File: config.mk
export PLATFORM = sky130hd
export DESIGN_NAME = dmem_port_arb
export DESIGN_NICKNAME = d
export VERILOG_FILES = /design/src/rtl/dmem_pkg.sv /design/src/rtl/starve_ctr.sv /design/src/rtl/dmem_port_arb.sv
export SDC_FILE = /design/constraint.sdc
export NUM_CORES = 1
export LEC_CHECK = 0
export BUFFER_PORTS_ARGS = -buffer_cell sky130_fd_sc_hd__buf_4
export CORE_MARGIN = 1.5
export CORE_UTILIZATION = 48
export DETAILED_ROUTE_END_ITERATION = 8
export PLACE_DENSITY = 0.93
export SKIP_CTS_REPAIR_TIMING = 1
export SYNTH_ARGS = -nofsm -noshare
export SYNTH_HDL_FRONTEND = slang
export SYNTH_SLANG_ARGS = --single-unit
File: constraint.sdc
create_clock -name clk -period 8.59 [get_ports clk]
set_clock_uncertainty 0.2 [all_clocks]
set_input_delay 1.718 -clock clk [delete_from_list [all_inputs] [get_ports clk]]
set_output_delay 1.718 -clock clk [all_outputs]
set_load 0.02 [all_outputs]
File: src/rtl/dmem_pkg.sv
// Shared widths, access-mode encodings and grant-select type for the data-memory port arbiter.
package dmem_pkg;
   localparam int ADDR_W = 8;
   localparam int DATA_W = 32;
   localparam int MODE_W = 2;

   localparam logic [1:0] MODE_BYTE = 2'd0;
   localparam logic [1:0] MODE_HALF = 2'd1;
   localparam logic [1:0] MODE_WORD = 2'd2;

   typedef enum logic [1:0] {
      SEL_NONE = 2'd0,
      SEL_A    = 2'd1,
      SEL_B    = 2'd2
   } gnt_sel_e;
endpackage

File: src/rtl/starve_ctr.sv
// Tracks consecutive denied cycles of port B and raises force_b once MAX_WAIT is reached,
// holding it until the cycle after B is finally granted.
module starve_ctr
   import dmem_pkg::*;
#(
   parameter int MAX_WAIT = 4
) (
   input  logic clk,
   input  logic rst_n,
   input  logic i_b_req,
   input  logic i_b_gnt,
   output logic o_force_b
);
   localparam int CW = $clog2(MAX_WAIT + 1);

   logic [CW-1:0] r_b_wait;
   logic [CW-1:0] w_b_wait_next;
   logic          r_force_b;
   logic          w_force_b_next;

   always_comb begin
      w_b_wait_next  = '0;
      w_force_b_next = r_force_b;
      if (i_b_gnt) begin
         w_force_b_next = 1'b0;
      end else if (i_b_req) begin
         // Saturate so the count stays within 0..MAX_WAIT.
         if (r_b_wait < CW'(MAX_WAIT)) w_b_wait_next = r_b_wait + CW'(1);
         else                          w_b_wait_next = r_b_wait;
         if (w_b_wait_next == CW'(MAX_WAIT)) w_force_b_next = 1'b1;
      end
   end

   always_ff @(posedge clk) begin
      if (!rst_n) begin
         r_b_wait  <= '0;
         r_force_b <= 1'b0;
      end else begin
         r_b_wait  <= w_b_wait_next;
         r_force_b <= w_force_b_next;
      end
   end

   assign o_force_b = r_force_b;
endmodule

File: src/rtl/dmem_port_arb.sv
// Fixed-priority (A over B) arbiter for the shared data-memory port with bounded B starvation,
// registered read return per port and a saturating contention counter.
module dmem_port_arb #(
   parameter int ADDR_W   = dmem_pkg::ADDR_W,
   parameter int DATA_W   = dmem_pkg::DATA_W,
   parameter int MODE_W   = dmem_pkg::MODE_W,
   parameter int MAX_WAIT = 4
) (
   input  logic              clk,
   input  logic              rst_n,
   input  logic              a_req,
   input  logic              a_we,
   input  logic [ADDR_W-1:0] a_addr,
   input  logic [MODE_W-1:0] a_mode,
   input  logic [DATA_W-1:0] a_wdata,
   input  logic              b_req,
   input  logic              b_we,
   input  logic [ADDR_W-1:0] b_addr,
   input  logic [MODE_W-1:0] b_mode,
   input  logic [DATA_W-1:0] b_wdata,
   output logic              a_gnt,
   output logic              b_gnt,
   output logic              a_rvalid,
   output logic              b_rvalid,
   output logic [DATA_W-1:0] a_rdata,
   output logic [DATA_W-1:0] b_rdata,
   output logic              m_we,
   output logic [ADDR_W-1:0] m_waddr,
   output logic [ADDR_W-1:0] m_raddr,
   output logic [MODE_W-1:0] m_mode,
   output logic [DATA_W-1:0] m_wdata,
   input  logic [DATA_W-1:0] m_rdata,
   output logic [15:0]       conflict_cnt
);
   import dmem_pkg::*;

   gnt_sel_e          w_sel;
   logic              w_force_b;
   logic [1:0]        w_rd_gnt;
   logic              r_rvalid [2];
   logic [DATA_W-1:0] r_rdata  [2];
   logic [15:0]       r_conflict_cnt;

   starve_ctr #(.MAX_WAIT(MAX_WAIT)) u_starve_ctr (
      .clk       (clk),
      .rst_n     (rst_n),
      .i_b_req   (b_req),
      .i_b_gnt   (b_gnt),
      .o_force_b (w_force_b)
   );

   always_comb begin
      w_sel = SEL_NONE;
      if (rst_n) begin
         if (w_force_b && b_req) w_sel = SEL_B;
         else if (a_req)         w_sel = SEL_A;
         else if (b_req)         w_sel = SEL_B;
      end
   end

   assign a_gnt = (w_sel == SEL_A);
   assign b_gnt = (w_sel == SEL_B);

   // One address bus feeds both the read and the write side of the memory.
   always_comb begin
      m_we    = 1'b0;
      m_waddr = '0;
      m_raddr = '0;
      m_mode  = '0;
      m_wdata = '0;
      case (w_sel)
         SEL_A: begin
            m_we    = a_we;
            m_waddr = a_addr;
            m_raddr = a_addr;
            m_mode  = a_mode;
            m_wdata = a_wdata;
         end
         SEL_B: begin
            m_we    = b_we;
            m_waddr = b_addr;
            m_raddr = b_addr;
            m_mode  = b_mode;
            m_wdata = b_wdata;
         end
         default: ;
      endcase
   end

   assign w_rd_gnt = {b_gnt & ~b_we, a_gnt & ~a_we};

   for (genvar gi = 0; gi < 2; gi++) begin : g_ret
      always_ff @(posedge clk) begin
         if (!rst_n) begin
            r_rvalid[gi] <= 1'b0;
            r_rdata[gi]  <= '0;
         end else begin
            r_rvalid[gi] <= w_rd_gnt[gi];
            if (w_rd_gnt[gi]) r_rdata[gi] <= m_rdata;
         end
      end
   end

   always_ff @(posedge clk) begin
      if (!rst_n)                                            r_conflict_cnt <= '0;
      else if (a_req && b_req && (r_conflict_cnt != 16'hFFFF)) r_conflict_cnt <= r_conflict_cnt + 16'd1;
   end

   // Outputs read as zero while reset is held, so a read granted just before reset never shows.
   assign a_rvalid     = r_rvalid[0] & rst_n;
   assign b_rvalid     = r_rvalid[1] & rst_n;
   assign a_rdata      = rst_n ? r_rdata[0] : '0;
   assign b_rdata      = rst_n ? r_rdata[1] : '0;
   assign conflict_cnt = rst_n ? r_conflict_cnt : '0;
endmodule

==> results of run 1 <==
## synth_stat cells (all sizes together), types with 4 or more instances
master and instances:
o21ai 7, nor2 59, nand3 9, and2 113, nor3 7, ha 4
edfxtp 32, dfxtp 54, inv 6, nand2 8, mux2 37, clkbuf 23
a21oi 5, buf 16, a22oi 43
## per-stage QoR
stage          worst slack [ns]  instances  area (µm²)  hold slack [ns]  total power (µW)
2_1_floorplan              2.95        457        4490            0.276               521
3_3_place_gp               2.07        788        6410            0.303               599
3_5_place_dp               1.97        788        6410            0.335               604
4_1_cts                    1.97        804        6590            0.354               873
5_1_grt                    1.59        804        6590            0.378               901
6_report                   1.92        804        6590            0.346               865
## final cells by class
cell class / count / area (µm²) / share of cell area [%]
multi-input combinational: 326 / 2260 / 34.3
sequential: 86 / 2040 / 31.0
timing repair buffer: 259 / 1940 / 29.5
tap: 111 / 139 / 2.11
clock buffer: 9 / 124 / 1.88
clock inverter: 7 / 62.6 / 0.949
inverter: 6 / 22.5 / 0.342
## state kept, by name (all words and copies together) (netlist names)
signal,cells
r_rvalid,2
r_conflict_cnt,16
u_starve_ctr.r_b_wait,3
r_rdata,64
u_starve_ctr.o_force_b,1
## final timing paths
check / start / endpoint / slack (ns) / depth (start not counted)
worst max-delay path: rst_n / m_raddr[3] / 1.92 / 8
worst min-delay path: u_starve_ctr.r_b_wait[1]$_SDFF_PP0_ / u_starve_ctr.r_b_wait[1]$_SDFF_PP0_ / 0.35 / 2
worst max register to register: u_starve_ctr.o_force_b$_SDFFE_PP0P_ / r_rdata[1][20]$_DFF_P_ / 6.01 / 8
worst min register to register: u_starve_ctr.r_b_wait[1]$_SDFF_PP0_ / u_starve_ctr.r_b_wait[1]$_SDFF_PP0_ / 0.35 / 2
## power breakdown
group	total, µW	internal (µW)	switching, µW	leakage, µW
combinational	156	76.0	79.7	0.00226
clock	270	112	158	0.0000984
sequential	440	436	3.56	0.000771
total	865	624	241	0.00313
## worst max-delay path, cell delays in order
cell and delay, ns:
buf_4 0.52, nand2_1 0.20, a21oi_2 0.15, buf_4 0.39, inv_1 0.09, ha_1 1.13
nor2_1 0.26, buf_4 0.25
## metal layers
| metal | vias to the layer above | track usage [%] |
|---|---|---|
| met3 | 17 | 8.15 |
| met1 | 2021 | 30.0 |
| met5 | - | 0 |
| met4 | 0 | 6.93 |
| li1 | 2056 | - |
| met2 | 214 | 43.6 |
## logic make-up after synthesis
group | count (synthesis) | synth area share (%)
xor+xnor | 1 | 0.195
buf+inv | 45 | 4.65
fa+ha+maj | 4 | 1.11
compound gates | 66 | 10.5
mux | 38 | 9.50
flops | 86 | 45.5
simple gates | 217 | 28.5
==> metrics.md, run 1 <==
| Metric | Value |
|---|---|
| Fmax | `around 0.15 GHz` |
| Syn_nets | `between 500 and 600` |
| Top Layer Used | `met4` |
| Initial antenna violation count | `0` |
| Top-area cell type share of the netlist area | `approximately a quarter` |
| Met3 Routed Length | `~1100 µm` |
| Max-cap violations | `0` |
| Hpwl dp | `approximately 9800 µm` |
| Layout fillers | `around 650` |
| I/O Buffers | `256` |
| Final ANT Viol Nets | `0` |
| Share of post-route cells with drive strength above 1 | `47.2%` |
| First-pass GRT wire length | `19800 µm` |
| Cell variety after synth | `47` |
| Syn Area/Cell | `9.82 µm²` |
| Cell taking the most area after synthesis | `dfxtp_1` |
| Final slew viol count | `0` |
| Critical path data required time | `roughly 6.7 ns` |
| Synth area leaders | `dfxtp_1 (24%), edfxtp_1 (21%), and2_1 (16%), mux2_2 (8.8%), a22oi_1 (7.2%)` |
| CTS tree | `done` |
| Remaining Overflow, GRT | `0` |
| Final Routed Wirelength | `13100 µm` |
| Crit start category | `input pin` |
| Gpl congestion | `0.863` |
| DR WL met2 | `between 6000 and 7000 µm` |
| Crit share post-route | `approximately 78%` |
| Clock slew at reported path FFs | `0.08 ns` |
| CTS max path bufs | `2` |
| Die Wd | `approximately 100 µm` |
| Die H | `approximately 100 µm` |
| IO Pins | `roughly 260` |
| Met1 wire length | `5040 µm` |
| Worst-margin pin slew | `between 1 and 1.5 ns` |
| Async SR Flop Fraction | `0%` |
| CP Class | `in -> out` |
| Routed vias/inst | `~5.4` |
| Initial DRC Count | `213` |
| Core area | `between 9000 and 10000 µm²` |
| Power density over the cells | `131 nW/µm²` |
| CTS Buf Count | `9` |
| Post-route minimum period | `~6.7 ns` |
| Area grow syn2layout | `46.9%` |
| Clock sink count | `86` |
| Slew Limit Headroom | `17.7%` |
| CP max FO | `91` |
| Clk Tree Root Cell | `clkbuf_8` |
| Synthesis warning total | `0` |
| Setup violators final | `0` |
| Hold WC Path Type | `reg -> reg` |
| Crit end category | `primary output` |
| WL/cell | `between 15 and 20 µm` |
| Vias in the first global route | `4060` |
| Clk_lat worst skew | `roughly 0.35 ns` |
| Leak Pwr | `approximately 0.0031 µW` |
| DR pass1 iterations | `6` |
| RSZ-0062 raised after global routing | `no` |
| Pin count of the biggest net entering global routing | `between 90 and 100` |
| Cells after synthesis | `roughly 460` |
| Diode count | `0` |
| Most frequent cells in the layout | `buf_4 (259), and2_1 (113), nor2_1 (56), dfxtp_1 (54), a22oi_1 (43)` |
| # rows | `35` |
| Top_reg_cell synth | `dfxtp_1` |
| Commonest non-fill, non-tap cell in the layout | `buf_4` |
| Post-synthesis cell area | `between 4000 and 5000 µm²` |
| GRT Total Usage | `roughly 25%` |
| Sequential fraction of the synthesis area | `between 40% and 50%` |
| Vias post-DR | `around 4.3k` |
| DIE AREA | `9940 µm²` |
| CP arrival | `4.75 ns` |
| Register bit total from synthesis | `86` |
| TNS Setup | `0 ns` |
| Worst vdd ir | `roughly 0.13 mV` |
| Final Hold Fails | `0` |
| Status | `complete, no violations` |
| H-tree depth | `3` |
| Drt drc | `0` |
| Final Util | `between 70 and 80%` |
| Layout Nets | `approximately 810` |
| Initial core utilization | `approximately half` |
| Post-synth EDFFs | `32` |
Power figures use the tool's default switching activity.
==> inputs of run 2 (changes only) <==
--- a/config.mk
+++ b/config.mk
@@ -7,9 +7,9 @@
 export LEC_CHECK = 0
 export BUFFER_PORTS_ARGS = -buffer_cell sky130_fd_sc_hd__buf_4
 export CORE_MARGIN = 1.5
-export CORE_UTILIZATION = 48
+export CORE_UTILIZATION = 45
 export DETAILED_ROUTE_END_ITERATION = 8
-export PLACE_DENSITY = 0.93
+export PLACE_DENSITY = 0.89
 export SKIP_CTS_REPAIR_TIMING = 1
 export SYNTH_ARGS = -nofsm -noshare
 export SYNTH_HDL_FRONTEND = slang
==> constraint.sdc (replaced) <==
create_clock -name clk -period 6.4 [get_ports clk]
set_clock_uncertainty 0.2 [all_clocks]
set_input_delay 1.28 -clock clk [delete_from_list [all_inputs] [get_ports clk]]
set_output_delay 1.28 -clock clk [all_outputs]
set_load 0.02 [all_outputs]
==> metrics.md, run 2 (synthesized netlist as in run 1, its figures left out) <==
| Metric | Value |
|---|---|
| Status | `complete, no violations` |
| Critical path data required time | `~5 ns` |
| DR pass1 iterations | `5` |
| Initial DRC Count | `181` |
| Core area | `approximately 9700 µm²` |
| Max reg flops | `between 60 and 70` |
| DIE AREA | `10600 µm²` |
| Total power | `around 1300 µW` |
| Delay-heaviest family, CP | `buffers and inverters` |
| Max-cap violations | `0` |
| Largest regs | `r_rdata (64), r_conflict_cnt (16), u_starve_ctr.r_b_wait (3)` |
| Commonest non-fill, non-tap cell in the layout | `buf_4` |
| Met3 Routed Length | `between 900 and 1000 µm` |
| Initial antenna violation count | `0` |
| CTS max path bufs | `2` |
| WL/cell | `between 15 and 20 µm` |
| Buffers plus inverters on the worst setup path | `4` |
| DR WL met2 | `roughly 6800 µm` |
| Sw frac | `24.2%` |
| Final slew viol count | `0` |
| Top cell by count, worst path | `buf_4` |
| Vias in the first global route | `between 3k and 4k` |
| Drt drc | `0` |
| Slew Limit Headroom | `~14%` |
| CTS Buf Count | `9` |
| Vias post-DR | `around 4.2k` |
| IO Pins | `approximately 260` |
| H-tree depth | `3` |
| Power density over the cells | `approximately 190 nW/µm²` |
| Critical-path cell list | `buf_4 > buf_4 > nand3_1 > inv_1 > ha_1 > nor2_1 > buf_4` |
| Clk Tree Root Cell | `clkbuf_8` |
| RSZ-0062 raised after global routing | `no` |
| Internal power | `about 960 µW` |
| Routed vias/inst | `between 5 and 6` |
| Reg power frac | `46.7%` |
| Remaining Overflow, GRT | `0` |
| CP max FO | `90` |
| Crit start category | `input pin` |
| Clk network pwr share | `a little under two fifths` |
| Gpl congestion | `approximately 0.83` |
| Final Routed Wirelength | `13600 µm` |
| Fmax | `~0.18 GHz` |
| Worst-margin pin slew | `~1.3 ns` |
| Top Layer Used | `met4` |
| CTS tree | `done` |
| CP Launch Point | `rst_n` |
| GRT Total Usage | `24.2%` |
| Met1 wire length | `between 5000 and 6000 µm` |
| Crit end category | `primary output` |
| Psw | `a little over 300 µW` |
| Final Hold Fails | `0` |
| Crit share post-route | `a little over four fifths` |
| Layout Nets | `814` |
| Setup violators final | `0` |
| Final ANT Viol Nets | `0` |
| Diode count | `0` |
| Leak Pwr | `around 0.0032 µW` |
| R2R Path Start | `u_starve_ctr.o_force_b$_SDFFE_PP0P_` |
| Post-route minimum period | `5.41 ns` |
| I/O Buffers | `~260` |
| Register bank with the most flops | `r_rdata` |
| Pin count of the biggest net entering global routing | `slightly above 90` |
| Most frequent cells in the layout | `buf_4 (259), and2_1 (113), nor2_1 (56), dfxtp_1 (54), a22oi_1 (43)` |
| Clock slew at reported path FFs | `around 0.070 ns` |
| CP Class | `in -> out` |
| Die H | `~100 µm` |
| Initial core utilization | `46.1%` |
| Area grow syn2layout | `49.0%` |
| Combinational share of power | `16.6%` |
| # rows | `36` |
| First-pass GRT wire length | `19600 µm` |
| Clk_lat worst skew | `between 0.3 and 0.4 ns` |
| Hold WC Path Type | `reg -> reg` |
| Hpwl dp | `10100 µm` |
| Max incr delay on CP | `1.00 ns` |
| Clock sink count | `86` |
| Die Wd | `about 100 µm` |
| TNS Setup | `0 ns` |
| Share of post-route cells with drive strength above 1 | `47.0%` |
| Hold path start | `r_conflict_cnt[6]$_SDFFE_PN0P_` |
| Slowest CP cell | `ha_1` |
| Worst R2R Setup Slack | `approximately 3.4 ns` |
| CP arrival | `between 3 and 4 ns` |
| Worst vdd ir | `~0.14 mV` |
-- run 2: cell count changes in the layout (fill, tap and decap cells not counted), sizes merged --
| cell | before | now |
|---|---|---|
| clkbuf | 9 | 11 |
| bufinv | 0 | 3 |
| inv | 11 | 6 |
-- run 2: through the flow --
| step | setup slack [ns] | util [%] | area [µm²] | instances | hold WS (ns) |
|---|---|---|---|---|---|
| floorplan | 1.64 | - | 4490 | 457 | 0.276 |
| global placement | 1.22 | 66.2 | 6440 | 810 | 0.304 |
| detailed placement | 1.04 | 66.2 | 6440 | 810 | 0.331 |
| CTS | 1.03 | 68.7 | 6690 | 826 | 0.343 |
| global route | 0.757 | 68.7 | 6690 | 826 | 0.375 |
| finish | 0.987 | 68.7 | 6690 | 826 | 0.353 |
-- run 2: path summary, 6_finish.rpt --
| kind | end | cells after the start |
|---|---|---|
| hold reg to reg | r_conflict_cnt[6]$_SDFFE_PN0P_ | 1 |
| setup / recovery | m_waddr[1] | 7 |
| setup reg to reg | r_rdata[1][2]$_DFF_P_ | 7 |
| hold / removal | r_conflict_cnt[6]$_SDFFE_PN0P_ | 1 |
-- run 2: power groups by stage --
stage / registers [µW] / clock network (µW) / logic, µW
after floorplan: 602 / 0 / 97.5
after global placement: 602 / 0 / 204
after detailed placement: 603 / 0 / 209
after CTS: 590 / 474 / 210
after global routing: 592 / 497 / 224
final: 590 / 465 / 210
-- run 2: layer usage --
| layer | up-vias | global-route usage (%) |
|---|---|---|
| li1 | 2051 | - |
| met1 | 1974 | 31.8 |
| met2 | 185 | 39.0 |
| met3 | 18 | 6.17 |
| met4 | 0 | 8.11 |
| met5 | - | 0 |
-- run 2: cell type report --
cell class | instances | area (µm²)
sequential | 86 | 2040
tap | 133 | 166
fill | 760 | 3040
clock inverter | 5 | 108
inverter | 6 | 22.5
multi-input combinational | 326 | 2260
clock buffer | 11 | 141
timing repair buffer | 259 | 1940
